==> config.mk <==
export PLATFORM = sky130hd
export DESIGN_NAME = uart_loader
export DESIGN_NICKNAME = d
export VERILOG_FILES = /design/src/rtl/uart_loader_pkg.sv /design/src/rtl/uart_loader_port.sv /design/src/rtl/uart_loader.sv
export SDC_FILE = /design/constraint.sdc
export NUM_CORES = 1
export LEC_CHECK = 0
export ABC_AREA = 1
export CAP_MARGIN = 20
export CORE_MARGIN = 2
export CORE_UTILIZATION = 50
export DETAILED_ROUTE_END_ITERATION = 10
export PLACE_DENSITY = 0.74
export SYNTH_ARGS = -nofsm -noshare
export SYNTH_HDL_FRONTEND = slang
export SYNTH_SLANG_ARGS = --single-unit
==> constraint.sdc <==
create_clock -name clk -period 4.6 [get_ports clk]
set_input_delay 0.69 -clock clk [delete_from_list [all_inputs] [get_ports clk]]
set_output_delay 0.69 -clock clk [all_outputs]
set_load 0.02 [all_outputs]
==> src/rtl/uart_loader_pkg.sv <==
// Shared constants and command FSM state encoding for the UART boot loader.
package uart_loader_pkg;

    // Protocol bytes
    localparam logic [7:0] CMD_W   = 8'h57;
    localparam logic [7:0] CMD_R   = 8'h52;
    localparam logic [7:0] CMD_G   = 8'h47;
    localparam logic [7:0] ACK_OK  = 8'h2E;
    localparam logic [7:0] ACK_ERR = 8'h21;

    // UART register map and status bits
    localparam logic REG_DATA  = 1'b0;
    localparam logic REG_STAT  = 1'b1;
    localparam int   ST_TXFULL = 7;
    localparam int   ST_RXVAL  = 6;

    typedef enum logic [3:0] {
        S_IDLE, S_AH, S_AL, S_LEN, S_WDATA, S_WCHK, S_WACK, S_RDATA, S_RSEND, S_GO
    } cmd_state_e;

endpackage

==> src/rtl/uart_loader_port.sv <==
// Byte-level sequencer on the UART register port: fetches one RX byte or
// sends one TX byte per request. rx_done_o / tx_done_o pulse for one cycle.
// Idle cycles keep reading the status register so the first poll after a
// request already sees a valid status value.
module uart_loader_port
    import uart_loader_pkg::*;
(
    input  logic       clk,
    input  logic       rst,
    input  logic       rx_req_i,
    input  logic       tx_req_i,
    input  logic [7:0] tx_byte_i,
    input  logic [7:0] u_dbr_i,
    output logic       rx_done_o,
    output logic [7:0] rx_byte_o,
    output logic       tx_done_o,
    output logic       u_addr_o,
    output logic       u_we_o,
    output logic [7:0] u_dbw_o
);

    typedef enum logic [2:0] {
        P_IDLE, P_RXPOLL, P_RXRD, P_RXCAP, P_RXACK, P_TXPOLL, P_TXWR, P_TXGUARD
    } port_state_e;

    port_state_e state_q, state_d;
    logic [7:0]  rx_byte_q, rx_byte_d;
    logic [7:0]  tx_byte_q, tx_byte_d;
    logic        guard_q, guard_d;
    logic        stat_ok_q;   // u_dbr_i currently holds a status read

    // State and datapath registers
    always_ff @(posedge clk or posedge rst) begin
        if (rst) begin
            state_q   <= P_IDLE;
            rx_byte_q <= '0;
            tx_byte_q <= '0;
            guard_q   <= 1'b0;
            stat_ok_q <= 1'b0;
        end else begin
            state_q   <= state_d;
            rx_byte_q <= rx_byte_d;
            tx_byte_q <= tx_byte_d;
            guard_q   <= guard_d;
            stat_ok_q <= (u_addr_o == REG_STAT) && !u_we_o;
        end
    end

    // Next state and register-port drive; default is a status read
    always_comb begin
        state_d   = state_q;
        rx_byte_d = rx_byte_q;
        tx_byte_d = tx_byte_q;
        guard_d   = guard_q;
        u_addr_o  = REG_STAT;
        u_we_o    = 1'b0;
        u_dbw_o   = 8'h00;
        rx_done_o = 1'b0;
        tx_done_o = 1'b0;
        case (state_q)
            P_IDLE: begin
                if (tx_req_i) begin
                    tx_byte_d = tx_byte_i;
                    state_d   = P_TXPOLL;
                end else if (rx_req_i) begin
                    state_d = P_RXPOLL;
                end
            end
            P_RXPOLL: if (stat_ok_q && u_dbr_i[ST_RXVAL]) state_d = P_RXRD;
            P_RXRD: begin
                u_addr_o = REG_DATA;
                state_d  = P_RXCAP;
            end
            P_RXCAP: begin
                rx_byte_d = u_dbr_i;
                state_d   = P_RXACK;
            end
            P_RXACK: begin
                u_we_o    = 1'b1;
                rx_done_o = 1'b1;
                state_d   = P_IDLE;
            end
            P_TXPOLL: if (stat_ok_q && !u_dbr_i[ST_TXFULL]) state_d = P_TXWR;
            P_TXWR: begin
                u_addr_o = REG_DATA;
                u_we_o   = 1'b1;
                u_dbw_o  = tx_byte_q;
                guard_d  = 1'b0;
                state_d  = P_TXGUARD;
            end
            P_TXGUARD: begin
                // two cycles: the status read in flight may predate the write
                guard_d = 1'b1;
                if (guard_q) begin
                    tx_done_o = 1'b1;
                    state_d   = P_IDLE;
                end
            end
            default: state_d = P_IDLE;
        endcase
    end

    assign rx_byte_o = rx_byte_q;

endmodule

==> src/rtl/uart_loader.sv <==
// Serial boot loader / monitor: decodes W (write), R (read) and G (go)
// commands from the UART and drives the memory bus while the CPU is held.
// Optional: UART_LOADER_CHECKSUM_EN adds a checksum byte to W commands.
module uart_loader
    import uart_loader_pkg::*;
#(
    parameter int ADDR_W         = 16,
    parameter int TIMEOUT_CYCLES = 1000000
) (
    input  logic              clk,
    input  logic              rst,
    output logic              u_addr,
    output logic              u_we,
    output logic [7:0]        u_dbw,
    input  logic [7:0]        u_dbr,
    output logic [ADDR_W-1:0] mem_addr,
    output logic [7:0]        mem_wdata,
    output logic              mem_we,
    input  logic [7:0]        mem_rdata,
    output logic              cpu_hold,
    output logic              go,
    output logic [ADDR_W-1:0] go_addr,
    output logic              busy
);

    localparam int TW   = (TIMEOUT_CYCLES > 1) ? $clog2(TIMEOUT_CYCLES) : 1;
    localparam int TLIM = (TIMEOUT_CYCLES > 0) ? TIMEOUT_CYCLES - 1 : 0;

    cmd_state_e        state_q, state_d;
    logic [7:0]        cmd_q, cmd_d;
    logic [7:0]        ah_q, ah_d;
    logic [ADDR_W-1:0] addr_q, addr_d;
    logic [8:0]        cnt_q, cnt_d;
    logic [7:0]        rdat_q, rdat_d;
    logic              rph_q, rph_d;
    logic [TW-1:0]     tmo_q, tmo_d;
    logic              run_q, run_d;     // CPU has been released by a Go
    logic              hold_q, hold_d;
    logic              go_q, go_d;
    logic [ADDR_W-1:0] go_addr_q, go_addr_d;
    logic [ADDR_W-1:0] mem_addr_q, mem_addr_d;
    logic [7:0]        mem_wdata_q, mem_wdata_d;
    logic              mem_we_q, mem_we_d;
`ifdef UART_LOADER_CHECKSUM_EN
    logic [7:0]        sum_q, sum_d;
    logic              err_q, err_d;
`endif

    logic       rx_req, tx_req, rx_done, tx_done;
    logic [7:0] rxb, tx_byte;
    logic       counting, expire;

    uart_loader_port u_port (
        .clk       (clk),
        .rst       (rst),
        .rx_req_i  (rx_req),
        .tx_req_i  (tx_req),
        .tx_byte_i (tx_byte),
        .u_dbr_i   (u_dbr),
        .rx_done_o (rx_done),
        .rx_byte_o (rxb),
        .tx_done_o (tx_done),
        .u_addr_o  (u_addr),
        .u_we_o    (u_we),
        .u_dbw_o   (u_dbw)
    );

    // The timer only runs while waiting on host bytes; once the last byte of
    // a W has arrived the ack is owed, and reads depend on TX pacing only.
    assign counting = state_q inside {S_AH, S_AL, S_LEN, S_WDATA, S_WCHK};
    assign expire   = (TIMEOUT_CYCLES != 0) && counting && !rx_done &&
                      (tmo_q == TW'(TLIM));

    // Command state and bus registers
    always_ff @(posedge clk or posedge rst) begin
        if (rst) begin
            state_q     <= S_IDLE;
            cmd_q       <= '0;
            ah_q        <= '0;
            addr_q      <= '0;
            cnt_q       <= '0;
            rdat_q      <= '0;
            rph_q       <= 1'b0;
            tmo_q       <= '0;
            run_q       <= 1'b0;
            hold_q      <= 1'b1;
            go_q        <= 1'b0;
            go_addr_q   <= '0;
            mem_addr_q  <= '0;
            mem_wdata_q <= '0;
            mem_we_q    <= 1'b0;
`ifdef UART_LOADER_CHECKSUM_EN
            sum_q       <= '0;
            err_q       <= 1'b0;
`endif
        end else begin
            state_q     <= state_d;
            cmd_q       <= cmd_d;
            ah_q        <= ah_d;
            addr_q      <= addr_d;
            cnt_q       <= cnt_d;
            rdat_q      <= rdat_d;
            rph_q       <= rph_d;
            tmo_q       <= tmo_d;
            run_q       <= run_d;
            hold_q      <= hold_d;
            go_q        <= go_d;
            go_addr_q   <= go_addr_d;
            mem_addr_q  <= mem_addr_d;
            mem_wdata_q <= mem_wdata_d;
            mem_we_q    <= mem_we_d;
`ifdef UART_LOADER_CHECKSUM_EN
            sum_q       <= sum_d;
            err_q       <= err_d;
`endif
        end
    end

    // Command decode, address/count sequencing, timeout abort
    always_comb begin
        state_d     = state_q;
        cmd_d       = cmd_q;
        ah_d        = ah_q;
        addr_d      = addr_q;
        cnt_d       = cnt_q;
        rdat_d      = rdat_q;
        rph_d       = rph_q;
        run_d       = run_q;
        hold_d      = hold_q;
        go_d        = 1'b0;
        go_addr_d   = go_addr_q;
        mem_addr_d  = mem_addr_q;
        mem_wdata_d = mem_wdata_q;
        mem_we_d    = 1'b0;
        rx_req      = 1'b0;
        tx_req      = 1'b0;
        tx_byte     = ACK_OK;
        tmo_d       = (!counting || rx_done) ? '0 : tmo_q + 1'b1;
`ifdef UART_LOADER_CHECKSUM_EN
        sum_d       = (rx_done && state_q != S_IDLE) ? sum_q + rxb : sum_q;
        err_d       = err_q;
`endif
        case (state_q)
            S_IDLE: begin
                rx_req = 1'b1;
                if (rx_done && (rxb == CMD_W || rxb == CMD_R || rxb == CMD_G)) begin
                    cmd_d   = rxb;
                    state_d = S_AH;
                    if (rxb != CMD_G) hold_d = 1'b1;
                end
            end
            S_AH: begin
                rx_req = 1'b1;
                if (rx_done) begin
                    ah_d    = rxb;
                    state_d = S_AL;
`ifdef UART_LOADER_CHECKSUM_EN
                    sum_d   = rxb;
`endif
                end
            end
            S_AL: begin
                rx_req = 1'b1;
                if (rx_done) begin
                    addr_d  = ADDR_W'({ah_q, rxb});
                    state_d = (cmd_q == CMD_G) ? S_GO : S_LEN;
                end
            end
            S_LEN: begin
                rx_req = 1'b1;
                if (rx_done) begin
                    cnt_d = (rxb == 8'h00) ? 9'd256 : {1'b0, rxb};
                    if (cmd_q == CMD_W) begin
                        state_d = S_WDATA;
                    end else begin
                        mem_addr_d = addr_q;
                        rph_d      = 1'b0;
                        state_d    = S_RDATA;
                    end
                end
            end
            S_WDATA: begin
                rx_req = 1'b1;
                if (rx_done) begin
                    mem_we_d    = 1'b1;
                    mem_addr_d  = addr_q;
                    mem_wdata_d = rxb;
                    addr_d      = addr_q + 1'b1;
                    cnt_d       = cnt_q - 1'b1;
`ifdef UART_LOADER_CHECKSUM_EN
                    if (cnt_q == 9'd1) state_d = S_WCHK;
`else
                    if (cnt_q == 9'd1) state_d = S_WACK;
`endif
                end
            end
`ifdef UART_LOADER_CHECKSUM_EN
            S_WCHK: begin
                rx_req = 1'b1;
                if (rx_done) begin
                    err_d   = (sum_q + rxb) != 8'h00;
                    state_d = S_WACK;
                end
            end
`endif
            S_WACK: begin
                tx_req = 1'b1;
`ifdef UART_LOADER_CHECKSUM_EN
                tx_byte = err_q ? ACK_ERR : ACK_OK;
`endif
                if (tx_done) begin
                    state_d = S_IDLE;
                    hold_d  = ~run_q;
                end
            end
            S_RDATA: begin
                // first cycle presents the address, second captures the data
                rph_d = 1'b1;
                if (rph_q) begin
                    rdat_d  = mem_rdata;
                    state_d = S_RSEND;
                end
            end
            S_RSEND: begin
                tx_req  = 1'b1;
                tx_byte = rdat_q;
                if (tx_done) begin
                    addr_d = addr_q + 1'b1;
                    cnt_d  = cnt_q - 1'b1;
                    if (cnt_q == 9'd1) begin
                        state_d = S_IDLE;
                        hold_d  = ~run_q;
                    end else begin
                        mem_addr_d = addr_q + 1'b1;
                        rph_d      = 1'b0;
                        state_d    = S_RDATA;
                    end
                end
            end
            S_GO: begin
                go_d      = 1'b1;
                go_addr_d = addr_q;
                hold_d    = 1'b0;
                run_d     = 1'b1;
                state_d   = S_IDLE;
            end
            default: state_d = S_IDLE;
        endcase
        if (expire) begin
            state_d = S_IDLE;
            hold_d  = ~run_q;
        end
    end

    assign mem_addr  = mem_addr_q;
    assign mem_wdata = mem_wdata_q;
    assign mem_we    = mem_we_q;
    assign cpu_hold  = hold_q;
    assign go        = go_q;
    assign go_addr   = go_addr_q;
    assign busy      = (state_q != S_IDLE);

endmodule

==> impl_metrics.csv <==
group,metric,value,unit
layout,nNetsFinal,1025,
clock_tree,post_cts_buffers,0,
logic_synthesis,yosys_warnings,0,
floorplan,dieWidth,123,microns
status,status,"finished, final reports clean",
floorplan,core-area,13800,sq um
timing,worstMarginPinSlew,0.953,ns
clock_tree,clock_latency,0.42,ns
critical_path,cp-end-kind,"output pin",
logic_synthesis,syn_area,7060,sq um
global_routing,grt_overflow_total,0,
timing,fin_setup_tns,0,ns
layout,antenna_cells,0,
layout,design_area,8440,sq um
global_routing,grt_pass1_vias,5545,
critical_path,critical_path_arrival,2.22,ns
critical_path,path_delay_family,"buffers and inverters",
critical_path,worstPathRequired,3.91,ns
clock_tree,cts_made_buffers,17,
placed_design,dpl.cell_count,1160,
critical_path,critPathMaxFanout,10,
logic_synthesis,ys_types,39,
timing,clock.fmax,344,MHz
clock_tree,cts_buffer_depth,2,
placed_design,detailedPlace.worstSlack,2.08,ns
floorplan,die_h,123,microns
global_routing,grt_pass1_wl,26.9,mm
timing,drv_slew,0,
critical_path,path_class,"flop to output pin",
critical_path,worstSetupPathDepth,5,
timing,fin_crit_sh,0.633,
critical_path,slowest_delay,0.63,ns
drt,drt_iter0_drc,468,
clock_tree,cts_hold_buffers,0,
drt,dr_total_vias,6128,
layout,finalNonFillerCells,1190,
placed_design,dpl_cell_area,7880,sq um
floorplan,num_io_pins,72,
clock_tree,cts_tree,"yes",
critical_path,crit_chain,"inv_1, ha_1, nand2_1, nor2_1, clkdlybuf4s50_1",
timing,setup_viol,0,
critical_path,cp_num_buf_inv,2,
timing,relSlewSlack,0.363,
critical_path,r2r_cells,7,
floorplan,dieArea,15100,sq um
critical_path,worst_path_max_delay_cell,"clkdlybuf4s50_1",
drt,routed_via_density,5.15,
min_path,hp-class,"flop to flop",
pwr,peakVddDrop,0.429,mV
logic_synthesis,syn_nets,954,
logic_synthesis,syn_inst,928,
pwr,p_per_area,619,nW/um^2
global_routing,track_usage,0.226,
clock_tree,htreeDepth,4,
layout,drive_above_1_share,0.0545,
timing,setup_ws,1.69,ns
drt,first_pass_iters,5,
timing,hold_viol,0,
placed_design,place_congestion,0.913,
layout,fill_cells,1269,
placed_design,io_buffers,71,
pwr,leakage,4.08,nW
min_path,holdPathStages,1,
drt,ant_nets,0,
drt,wl_per_cell,13.5,microns
logic_synthesis,synth-seq-cells,139,
clock_tree,ctsResizeCount,0,
job,maxCapViolCount,0,
clock_tree,cts_sinks,139,
placed_design,post-dp-hpwl,11.5,mm
timing,min_period,2.91,ns
drt,routed_wl,16.1,mm
layout,area_growth_syn_to_layout,19.6,%
global_routing,grt_max_degree,101,
critical_path,crit_path_start_kind,"flop",
global_routing,antenna_found_initial,0,
logic_synthesis,synth.avg_cell_area,7.61,sq um
logic_synthesis,ys_seq_area_frac,0.493,
clock_tree,clkTransAtPathRegs,0.06,ns
pwr,p_total,5.22,mW
floorplan,core.rowCount,43,
clock_tree,clockRootBuffer,"clkbuf_16",
timing,finClkSkew,0.00539,ns
floorplan,start_util,0.511,
timing,rsz0062_at_grt,"false",
drt,drc,0,
-- final cells by class --
cell class	count	area, sq um	share of cell area
sequential	139	3480	0.412
multi-input combinational	659	3040	0.360
timing repair buffer	73	726	0.0860
clock buffer	22	464	0.0550
inverter	109	417	0.0493
tap	180	225	0.0267
clock inverter	8	95.1	0.0113
-- cell usage in the layout (no fill, tap or decap), types with 3 or more instances in the layout --
master,netlist,final
clkdlybuf4s50_1,0,71
nor2_1,117,117
nand2_2,4,4
clkinv_2,0,4
nand3_1,45,45
inv_1,106,105
o21ai_0,92,92
clkbuf_16,0,17
a21oi_1,29,29
nand2_1,283,283
xor2_1,14,14
clkbuf_1,7,3
a22oi_1,5,5
o22ai_1,4,4
nand4_1,13,13
nor3_1,14,14
or2_2,3,3
nor2_2,6,6
ha_1,8,8
dfrtp_1,138,138
o211ai_1,4,4
-- cell usage after synthesis (all sizes together) --
cell	count	area, sq um
inv	109	412
a22oi	5	37.5
nand4	14	93.8
o21a	1	7.51
ha	8	100
or2	3	18.8
a21boi	1	7.51
a21oi	30	154
o211ai	4	30.0
xor2	14	123
o31ai	2	15.0
o22ai	4	25.0
mux2	1	11.3
o21ai	95	479
dfrtp	138	3450
nand2	288	1100
nor4	1	6.26
o21ba	1	10.0
dfstp	1	26.3
nand3	45	225
a211oi	1	7.51
buf	14	106
a31oi	2	12.5
clkbuf	7	26.3
nor2	124	488
nor3	15	86.3
-- worst paths after layout --
path | from | to | slack [ns]
worst max-delay path | u_port.state_q[0]$_DFFE_PP0P_ | u_dbw[0] | 1.69
worst min-delay path | tmo_q[0]$_DFF_PP0_ | tmo_q[0]$_DFF_PP0_ | 0.46
worst max register to register | state_q[0]$_DFFE_PP0P_ | addr_q[10]$_DFFE_PP0P_ | 2.07
worst min register to register | tmo_q[0]$_DFF_PP0_ | tmo_q[0]$_DFF_PP0_ | 0.46
max in group asynchronous | rst | cmd_q[3]$_DFFE_PP0P_ | 2.90
min in group asynchronous | rst | tmo_q[17]$_DFF_PP0_ | 0.84
-- logic make-up (layout without fill, tap and decap cells) --
kind of cell    after synthesis  after routing  share of synthesized area
flops                       139            139                      0.493
buf+inv                     130            212                     0.0771
fa+ha+maj                     8              8                     0.0142
xor+xnor                     14             14                     0.0174
compound gates              146            146                      0.111
mux                           1              1                    0.00159
simple gates                490            490                      0.286
-- through the flow --
stage,hold slack (ns),util
after floorplan,0.433,-
after global placement,0.452,0.570
after CTS,0.459,0.611
final,0.458,0.611
after global routing,0.497,0.611
after detailed placement,0.452,0.570
-- layer usage --
layer / share of wire / track usage
met1: 0.50 / 0.335
met2: 0.43 / 0.333
met3: 0.057 / 0.0483
met4: 0.011 / 0.0711
met5: 0 / 0
-- power by group --
group / total (mW) / internal (mW) / switching (mW)
Sequential: 1.88 / 1.61 / 0.275
Clock: 1.31 / 0.815 / 0.492
Combinational: 2.04 / 0.723 / 1.31
Total: 5.22 / 3.14 / 2.08
-- registers in the layout (all words and copies together) (netlist names), 3 cells and up --
| name | flops |
|---|---|
| u_port.rx_byte_o | 8 |
| cmd_q | 8 |
| mem_wdata | 8 |
| ah_q | 8 |
| u_port.tx_byte_q | 8 |
| go_addr | 16 |
| mem_addr | 16 |
| state_q | 4 |
| rdat_q | 8 |
| u_port.state_q | 3 |
| tmo_q | 20 |
| addr_q | 16 |
| cnt_q | 9 |
Power figures use the tool's default switching activity.
